`config.mk`:
```
export PLATFORM = sky130hd
export DESIGN_NAME = btn_debounce_multi
export DESIGN_NICKNAME = d
export VERILOG_FILES = /design/src/rtl/btn_debounce_multi.sv
export SDC_FILE = /design/constraint.sdc
export NUM_CORES = 1
export LEC_CHECK = 0
export BUFFER_PORTS_ARGS = -buffer_cell sky130_fd_sc_hd__buf_2
export CORE_ASPECT_RATIO = 1.5
export CORE_MARGIN = 1.5
export CORE_UTILIZATION = 60
export CTS_CLUSTER_SIZE = 8
export DETAILED_ROUTE_END_ITERATION = 10
export PLACE_DENSITY = 0.82
export SLEW_MARGIN = 40
export SYNTH_ARGS = -nofsm -noshare
export SYNTH_HDL_FRONTEND = slang
export SYNTH_SLANG_ARGS = --single-unit
```
`constraint.sdc`:
```
create_clock -name clk_100MHz -period 2.7 [get_ports clk_100MHz]
set_input_delay 0.54 -clock clk_100MHz [delete_from_list [all_inputs] [get_ports clk_100MHz]]
set_output_delay 0.54 -clock clk_100MHz [all_outputs]
set_load 0.1 [all_outputs]
```
`src/rtl/btn_debounce_multi.sv`:
```
// Multi-channel push-button conditioner: 2-flop synchroniser, stable-count debouncer,
// registered rise/fall strobes and an optional per-channel auto-repeat press generator.
module btn_debounce_multi #(
  parameter int N_CH          = 4,
  parameter int CNT_W         = 21,
  parameter int STABLE_CYCLES = 2000000,
  parameter int RPT_W         = 27,
  parameter int REPEAT_DELAY  = 50000000,
  parameter int REPEAT_PERIOD = 10000000
) (
  input  logic            clk_100MHz,
  input  logic            rst,
  input  logic [N_CH-1:0] btn_in,
  input  logic [N_CH-1:0] repeat_en,
  output logic [N_CH-1:0] btn_level,
  output logic [N_CH-1:0] btn_rise,
  output logic [N_CH-1:0] btn_fall,
  output logic [N_CH-1:0] btn_press
);

  typedef enum logic [1:0] {
    ST_IDLE   = 2'd0,
    ST_DELAY  = 2'd1,
    ST_REPEAT = 2'd2
  } rpt_state_e;

  localparam logic [CNT_W-1:0] STABLE_LAST = CNT_W'(STABLE_CYCLES - 1);
  localparam logic [RPT_W-1:0] DELAY_LAST  = RPT_W'(REPEAT_DELAY - 1);
  localparam logic [RPT_W-1:0] PERIOD_LAST = RPT_W'(REPEAT_PERIOD - 1);

  logic [N_CH-1:0]  s1_q, s1_d, s2_q, s2_d;
  logic [N_CH-1:0]  level_q, level_d;
  logic [N_CH-1:0]  rise_q, rise_d, fall_q, fall_d, press_q, press_d;
  logic [N_CH-1:0]  tick_s;
  logic [CNT_W-1:0] cnt_q [N_CH];
  logic [CNT_W-1:0] cnt_d [N_CH];
  logic [RPT_W-1:0] rpt_q [N_CH];
  logic [RPT_W-1:0] rpt_d [N_CH];
  rpt_state_e       state_q [N_CH];
  rpt_state_e       state_d [N_CH];

  always_comb begin
    s1_d    = btn_in;
    s2_d    = s1_q;
    level_d = level_q;
    rise_d  = '0;
    fall_d  = '0;
    tick_s  = '0;
    cnt_d   = cnt_q;
    rpt_d   = rpt_q;
    state_d = state_q;
    for (int i = 0; i < N_CH; i++) begin
      // Any cycle where the synchronised input agrees with the level restarts the count.
      if (s2_q[i] == level_q[i]) begin
        cnt_d[i] = '0;
      end else if (cnt_q[i] == STABLE_LAST) begin
        level_d[i] = s2_q[i];
        rise_d[i]  = s2_q[i];
        fall_d[i]  = ~s2_q[i];
        cnt_d[i]   = '0;
      end else begin
        cnt_d[i] = cnt_q[i] + CNT_W'(1);
      end

      case (state_q[i])
        ST_IDLE: begin
          rpt_d[i] = '0;
          if (rise_d[i] && repeat_en[i]) begin
            state_d[i] = ST_DELAY;
          end else begin
            state_d[i] = ST_IDLE;
          end
        end
        ST_DELAY: begin
          if (!level_q[i] || fall_d[i] || !repeat_en[i]) begin
            state_d[i] = ST_IDLE;
            rpt_d[i]   = '0;
          end else if (rpt_q[i] == DELAY_LAST) begin
            tick_s[i]  = 1'b1;
            state_d[i] = ST_REPEAT;
            rpt_d[i]   = '0;
          end else begin
            rpt_d[i] = rpt_q[i] + RPT_W'(1);
          end
        end
        ST_REPEAT: begin
          // Abort outranks a tick due on the same edge.
          if (!level_q[i] || fall_d[i] || !repeat_en[i]) begin
            state_d[i] = ST_IDLE;
            rpt_d[i]   = '0;
          end else if (rpt_q[i] == PERIOD_LAST) begin
            tick_s[i] = 1'b1;
            rpt_d[i]  = '0;
          end else begin
            rpt_d[i] = rpt_q[i] + RPT_W'(1);
          end
        end
        default: begin
          state_d[i] = ST_IDLE;
          rpt_d[i]   = '0;
        end
      endcase
    end
    press_d = rise_d | tick_s;
  end

  always_ff @(posedge clk_100MHz) begin
    if (rst) begin
      s1_q    <= '0;
      s2_q    <= '0;
      level_q <= '0;
      rise_q  <= '0;
      fall_q  <= '0;
      press_q <= '0;
      for (int i = 0; i < N_CH; i++) begin
        cnt_q[i]   <= '0;
        rpt_q[i]   <= '0;
        state_q[i] <= ST_IDLE;
      end
    end else begin
      s1_q    <= s1_d;
      s2_q    <= s2_d;
      level_q <= level_d;
      rise_q  <= rise_d;
      fall_q  <= fall_d;
      press_q <= press_d;
      for (int i = 0; i < N_CH; i++) begin
        cnt_q[i]   <= cnt_d[i];
        rpt_q[i]   <= rpt_d[i];
        state_q[i] <= state_d[i];
      end
    end
  end

  assign btn_level = level_q;
  assign btn_rise  = rise_q;
  assign btn_fall  = fall_q;
  assign btn_press = press_q;

endmodule

```
==> results of run 1 <==
[sequential cells by signal, indices dropped and copies added, names as in the netlist]
name       cells
btn_fall       4
btn_level      4
btn_press      4
btn_rise       4
cnt_q         84
rpt_q        108
s1_q           4
s2_q           4
state_q        8
[through the flow]
step | utilization [%] | worst slack, ns | cell area, sq um | total power, uW | instances
4_1_cts | 68.3 | 0.426 | 11100 | 6680 | 1382
5_1_grt | 68.3 | 0.260 | 11100 | 6820 | 1382
6_report | 68.3 | 0.435 | 11100 | 6610 | 1382
3_5_place_dp | 63.5 | 0.438 | 10300 | 3430 | 1350
3_3_place_gp | 63.5 | 0.488 | 10300 | 3430 | 1350
2_1_floorplan | - | 0.476 | 9960 | 3410 | 1134
[routing by layer]
metal  part of all wire [%]  wire, um  up-vias
li1                       -         -     3942
met1                     40      7760     3731
met2                     54     10400      128
met3                    3.5       684       39
met4                    2.5       474        2
met5                  0.067        13        -
[cell usage in the layout (no fill, tap or decap), drive strengths merged, types with 4 or more instances in the layout]
| master | instances |
|---|---|
| nor2 | 239 |
| dfxtp | 224 |
| xnor2 | 98 |
| xor2 | 82 |
| nand3 | 78 |
| nand2 | 65 |
| nand4 | 45 |
| inv | 42 |
| buf | 39 |
| nor3 | 35 |
| clkbuf | 31 |
| nor4 | 29 |
| and3 | 24 |
| ha | 20 |
| and4 | 17 |
| nor4b | 13 |
| nor2b | 12 |
| o21ai | 8 |
| or3 | 7 |
| or4 | 7 |
| nand4bb | 5 |
| or2 | 5 |
| nor3b | 4 |
| nor4bb | 4 |
| and2 | 4 |
[final cells by class]
class / instances / area [sq um] / share of cell area (%)
multi-input cells: 840 / 5190 / 46.7
flip-flops and latches: 224 / 4480 / 40.4
clock buffers: 31 / 776 / 6.98
well taps: 206 / 258 / 2.32
repair buffers: 39 / 243 / 2.18
inverters: 41 / 154 / 1.38
clock inverters: 1 / 8.76 / 0.0788
[cell families after synthesis]
| logic type | Yosys count | synth area share, % |
|---|---|---|
| DFF | 224 | 45.0 |
| xor gates and xnor gates | 180 | 15.8 |
| AOI/OAI and AO/OA | 36 | 2.93 |
| muxes | 3 | 0.301 |
| adders and majority gates | 20 | 2.51 |
| buffers and inverters | 70 | 2.91 |
| and+or+nand+nor | 601 | 30.5 |
[power breakdown]
group	leakage (uW)	total [uW]	internal, uW	switching [uW]
Clock	0.000387	3240	1990	1260
Sequential	0.00181	3330	3320	6.31
Combinational	0.00137	36.6	13.9	22.7
Total	0.00356	6610	5320	1280
[path summary, 6_finish.rpt]
| kind | from | endpoint | slack (ns) | cells past startpoint |
|---|---|---|---|---|
| setup / recovery | rpt_q[89] | rpt_q[100] | 0.43 | 6 |
| hold / removal | btn_in[0] | s1_q[0] | 0.22 | 2 |
| setup reg to reg | rpt_q[89] | rpt_q[100] | 0.43 | 6 |
| hold reg to reg | s1_q[0] | s2_q[0] | 0.43 | 1 |
==> results.txt, run 1 <==
clk_lat worst skew: 0.53 ns
Hold-fix buffers, CTS: 0
VDD IR-drop max: 0.573 mV
via/cell ratio: 5.67
IO buf count: 25
Max Cap Violations: 0
final antenna-violating net count: 0
fin nets: 1207
final hold vios: 0
crit path capture type: register
area leader, netlist: dfxtp_1
post-DP HPWL: 13300 um
HP Class: in -> reg
Clock Tree Root: clkbuf_16
cts repair resizes: 0
met3 Usage GRT: 3.57%
area share of the largest cell type after synthesis: 45.0%
Ys Warns: 0
WP buf/inv: 1
critical path class: reg -> reg
average wire per cell in the routed design: 14.0 um
Netlist cell types: 58
Seq/Total Area, Yosys: 45.0%
Cell Pwr Density: 594 mW/mm^2
first-pass detailed-route iteration total: 4
top cells by count, synth: nor2_1, dfxtp_1, xnor2_1, xor2_1, nand3_1
total CTS buffers: 31
fin crit share: 83.9%
# fillers: 1278
first-pass GRT wire length: 33400 um
Synth Cell Area: 0.00996 sq mm
share of cells above drive strength 1: 7.99%
Critical Path RT: 3.12 ns
met2 GRT Util: 44.5%
grt total ovfl: 0
clk_skew: 0.00707 ns
CTS Sinks: 224
post-synth net total: 1164
GR Layer Usage met1: 23.9%
ys flop type: dfxtp_1
hold slack: 0.222 ns
Worst EP arrival: 2.68 ns
CP max stage cell: or4_4
Synth area leaders: dfxtp_1, nor2_1, xnor2_1
WL final: 19300 um
Die ar.: 0.0174 sq mm
Area growth syn-to-layout: 11.5%
Post-synth EDFFs: 0
largest net degree at the start of global routing: 28
Post-synth ARST share: 0%
All-Layer GR Usage: 22.8%
Critical Path Start Type: register
initial antenna violation count: 1
antenna cell count: 0
Max Freq: 0.441 GHz
Syn Area/Cell: 8.79 sq um
Largest delay share family, worst path: simple AND/OR/NAND/NOR gates
Final TNS setup: 0 ns
cell with the most instances after synthesis: nor2_1
clock slew at reported path FFs: 0.05 ns
Initial Util: 61.3%
worst slew pin tran: 0.834 ns
critical path, cell by cell: or3_1 > or4_4 > o41a_1 > o211ai_4 > buf_12 > nor2_1
num rows: 57
DRC viols: 0
Final Setup Violations: 0
# IOs: 26
Max Slew Vio Count: 0
routability cong.: 0.848
Yosys reg bits: 224
grt peak-use layer: met2
Mapped Cells: 1134
die height: 161 um
Die W: 108 um
H-tree depth: 1
worst-case clock buffer depth: 3
core area: 0.0163 sq mm
CP max FO: 27
Pleak: 0.00356 uW
initial DRC count: 299
Crit path largest cell delay: 0.56 ns
post-CTS setup buffers: 0
worst rel slew slack: 43.9%
via count: 7842
Tmin final: 2.27 ns
CTS tree: done
status: finished, final reports clean
unrepaired setup endpoints after global routing: no
vias in the first global route: 7792
(Power assumes the default switching activity.)
==> run 2: changes to the inputs <==
==> constraint.sdc (replaced) <==
create_clock -name clk_100MHz -period 2.3 [get_ports clk_100MHz]
set_input_delay 0.46 -clock clk_100MHz [delete_from_list [all_inputs] [get_ports clk_100MHz]]
set_output_delay 0.46 -clock clk_100MHz [all_outputs]
set_load 0.1 [all_outputs]
==> run 2 against run 1 <==
Against the previous run:
- count of clock-buffer cells in the layout did not move
- register-to-register slack got worse by 0.36 ns
- routed wire length rose by 1.7%
- highest routed layer unchanged
- clock skew rose by 0.0024 ns
- first-iteration DRC count rose by 45%
- critical path depth did not move
- critical endpoint unchanged
- die area did not move
==> results.txt, run 2 (synthesized netlist as in run 1, its figures left out) <==
via count: 7864
WL final: 19600 um
fin nets: 1220
CTS tree: done
# IOs: 26
critical path, cell by cell: or3_1 > or4_4 > o41a_1 > o211ai_4 > buf_12 > nor2_1
clk_lat worst skew: 0.54 ns
HP Class: in -> reg
Flop pwr share: 50.0%
WL met3: 833 um
Initial Util: 61.3%
Cell Pwr Density: 693 mW/mm^2
crit path capture: rpt_q[100]
max reg flops: 108
most common cell after layout, fill and taps aside: nor2_1
Tmin final: 2.23 ns
Critical Path Start Type: register
unrepaired setup endpoints after global routing: yes
reg2reg setup slack: 0.07 ns
critical path class: reg -> reg
Worst EP arrival: 2.65 ns
CTS Sinks: 224
status: finished, final reports clean
All-Layer GR Usage: 22.8%
die height: 161 um
Placed Cells: 1363
Die ar.: 0.0174 sq mm
largest net degree at the start of global routing: 28
Crit path largest cell delay: 0.56 ns
Critical Path RT: 2.73 ns
vias in the first global route: 7820
Final Setup Violations: 0
antenna cell count: 0
CP max FO: 27
worst-case clock buffer depth: 3
Net Switching: 1550 uW
worst slew pin tran: 0.641 ns
Max Freq: 0.449 GHz
critical path startpoint: rpt_q[89]
first-pass detailed-route iteration total: 7
final hold vios: 0
Area growth syn-to-layout: 13.1%
routability cong.: 0.847
Total Power: 7810 uW
hold slack: 0.130 ns
post-DP HPWL: 13300 um
first-pass GRT wire length: 33500 um
Largest delay share family, worst path: simple AND/OR/NAND/NOR gates
largest registers: rpt_q (108), cnt_q (84), state_q (8)
Int Pwr: 6260 uW
fin crit share: 96.8%
Hold-fix buffers, CTS: 0
Setup WS post-layout: 0.0738 ns
Clk pwr share: 49.4%
average wire per cell in the routed design: 14.1 um
Layout Cells excl Fill: 1395
met2 wire length: 10500 um
combinational power share: 0.6%
VDD IR-drop max: 0.717 mV
IO buf count: 25
Pleak: 0.00365 uW
grt total ovfl: 0
share of cells above drive strength 1: 9.17%
FF-to-FF Start: rpt_q[89]
H-tree depth: 1
Worst R2R End: rpt_q[100]
initial DRC count: 434
switching part of the total power: 19.8%
WP buf/inv: 1
Max Cap Violations: 0
wire length on met1: 7750 um
final antenna-violating net count: 0
Die W: 108 um
top layer in use: met5
initial antenna violation count: 1
core area: 0.0163 sq mm
total CTS buffers: 31
Final TNS setup: 0 ns
DRC viols: 0
via/cell ratio: 5.64
crit path capture type: register
clk_skew: 0.00944 ns
CP max stage cell: or4_4
pre-CTS WS: 0.0746 ns
Largest Register: rpt_q
clock slew at reported path FFs: 0.05 ns
num rows: 57
Max Slew Vio Count: 0
# fillers: 1264
Stages on worst setup path: 6
Clock Tree Root: clkbuf_16
Worst R2R Path Depth: 6
most frequent cells in the layout: nor2_1, dfxtp_1, xnor2_1
worst rel slew slack: 56.8%
[run 2: cell count changes in the layout (fill, tap and decap cells not counted), sizes merged]
cell  previous run  this run
buf             39        52
[run 2: per-stage QoR]
step | instance area [sq um] | util, %
global placement | 10500 | 64.4
global route | 11300 | 69.3
finish | 11300 | 69.3
floorplan | 9960 | -
detailed placement | 10500 | 64.4
CTS | 11300 | 69.2
[run 2: worst register-to-register path, cell delays in order (launching register included)]
cell      delay, ns
dfxtp_1        0.30
or3_1          0.36
or4_4          0.56
o41a_1         0.38
o211ai_4       0.22
buf_12         0.20
nor2_1         0.08
[run 2: worst min-delay path by stage]
stage                         start      end  cells after the start  slack (ns)
after global routing      btn_in[3]  s1_q[3]                      2        0.15
after CTS                 btn_in[3]  s1_q[3]                      2        0.11
after global placement      s1_q[1]  s2_q[1]                      1        0.42
after floorplan             s1_q[0]  s2_q[0]                      1        0.41
final                     btn_in[3]  s1_q[3]                      2        0.13
after detailed placement    s1_q[1]  s2_q[1]                      1        0.43
[run 2: layer usage]
layer | global-route usage, % | vias up
li1 | - | 3957
met4 | 8.31 | 2
met1 | 23.8 | 3718
met3 | 4.02 | 47
met5 | 0 | -
met2 | 44.3 | 140
[run 2: layout make-up]
class                   count  area (sq um)  share of cell area (%)
repair buffers             52           378                    3.35
clock buffers              31           776                    6.88
flip-flops and latches    224          4490                    39.8
inverters                  41           154                    1.37
clock inverters             1          20.0                   0.178
well taps                 206           258                    2.29
multi-input cells         840          5200                    46.1
[run 2: power groups by stage]
stage	clock network (uW)	logic [uW]	registers [uW]
final	3860	46.9	3910
after global routing	4090	53.3	3900
after CTS	3930	47.4	3900
after detailed placement	0	46.5	3980
after global placement	0	45.6	3980
after floorplan	0	27.7	3980
[run 2: timing repair]
item                                    4_1_cts  5_1_grt
buffers inserted                              0        0
gates resized for setup                       0        2
endpoints found under the setup margin        0       54
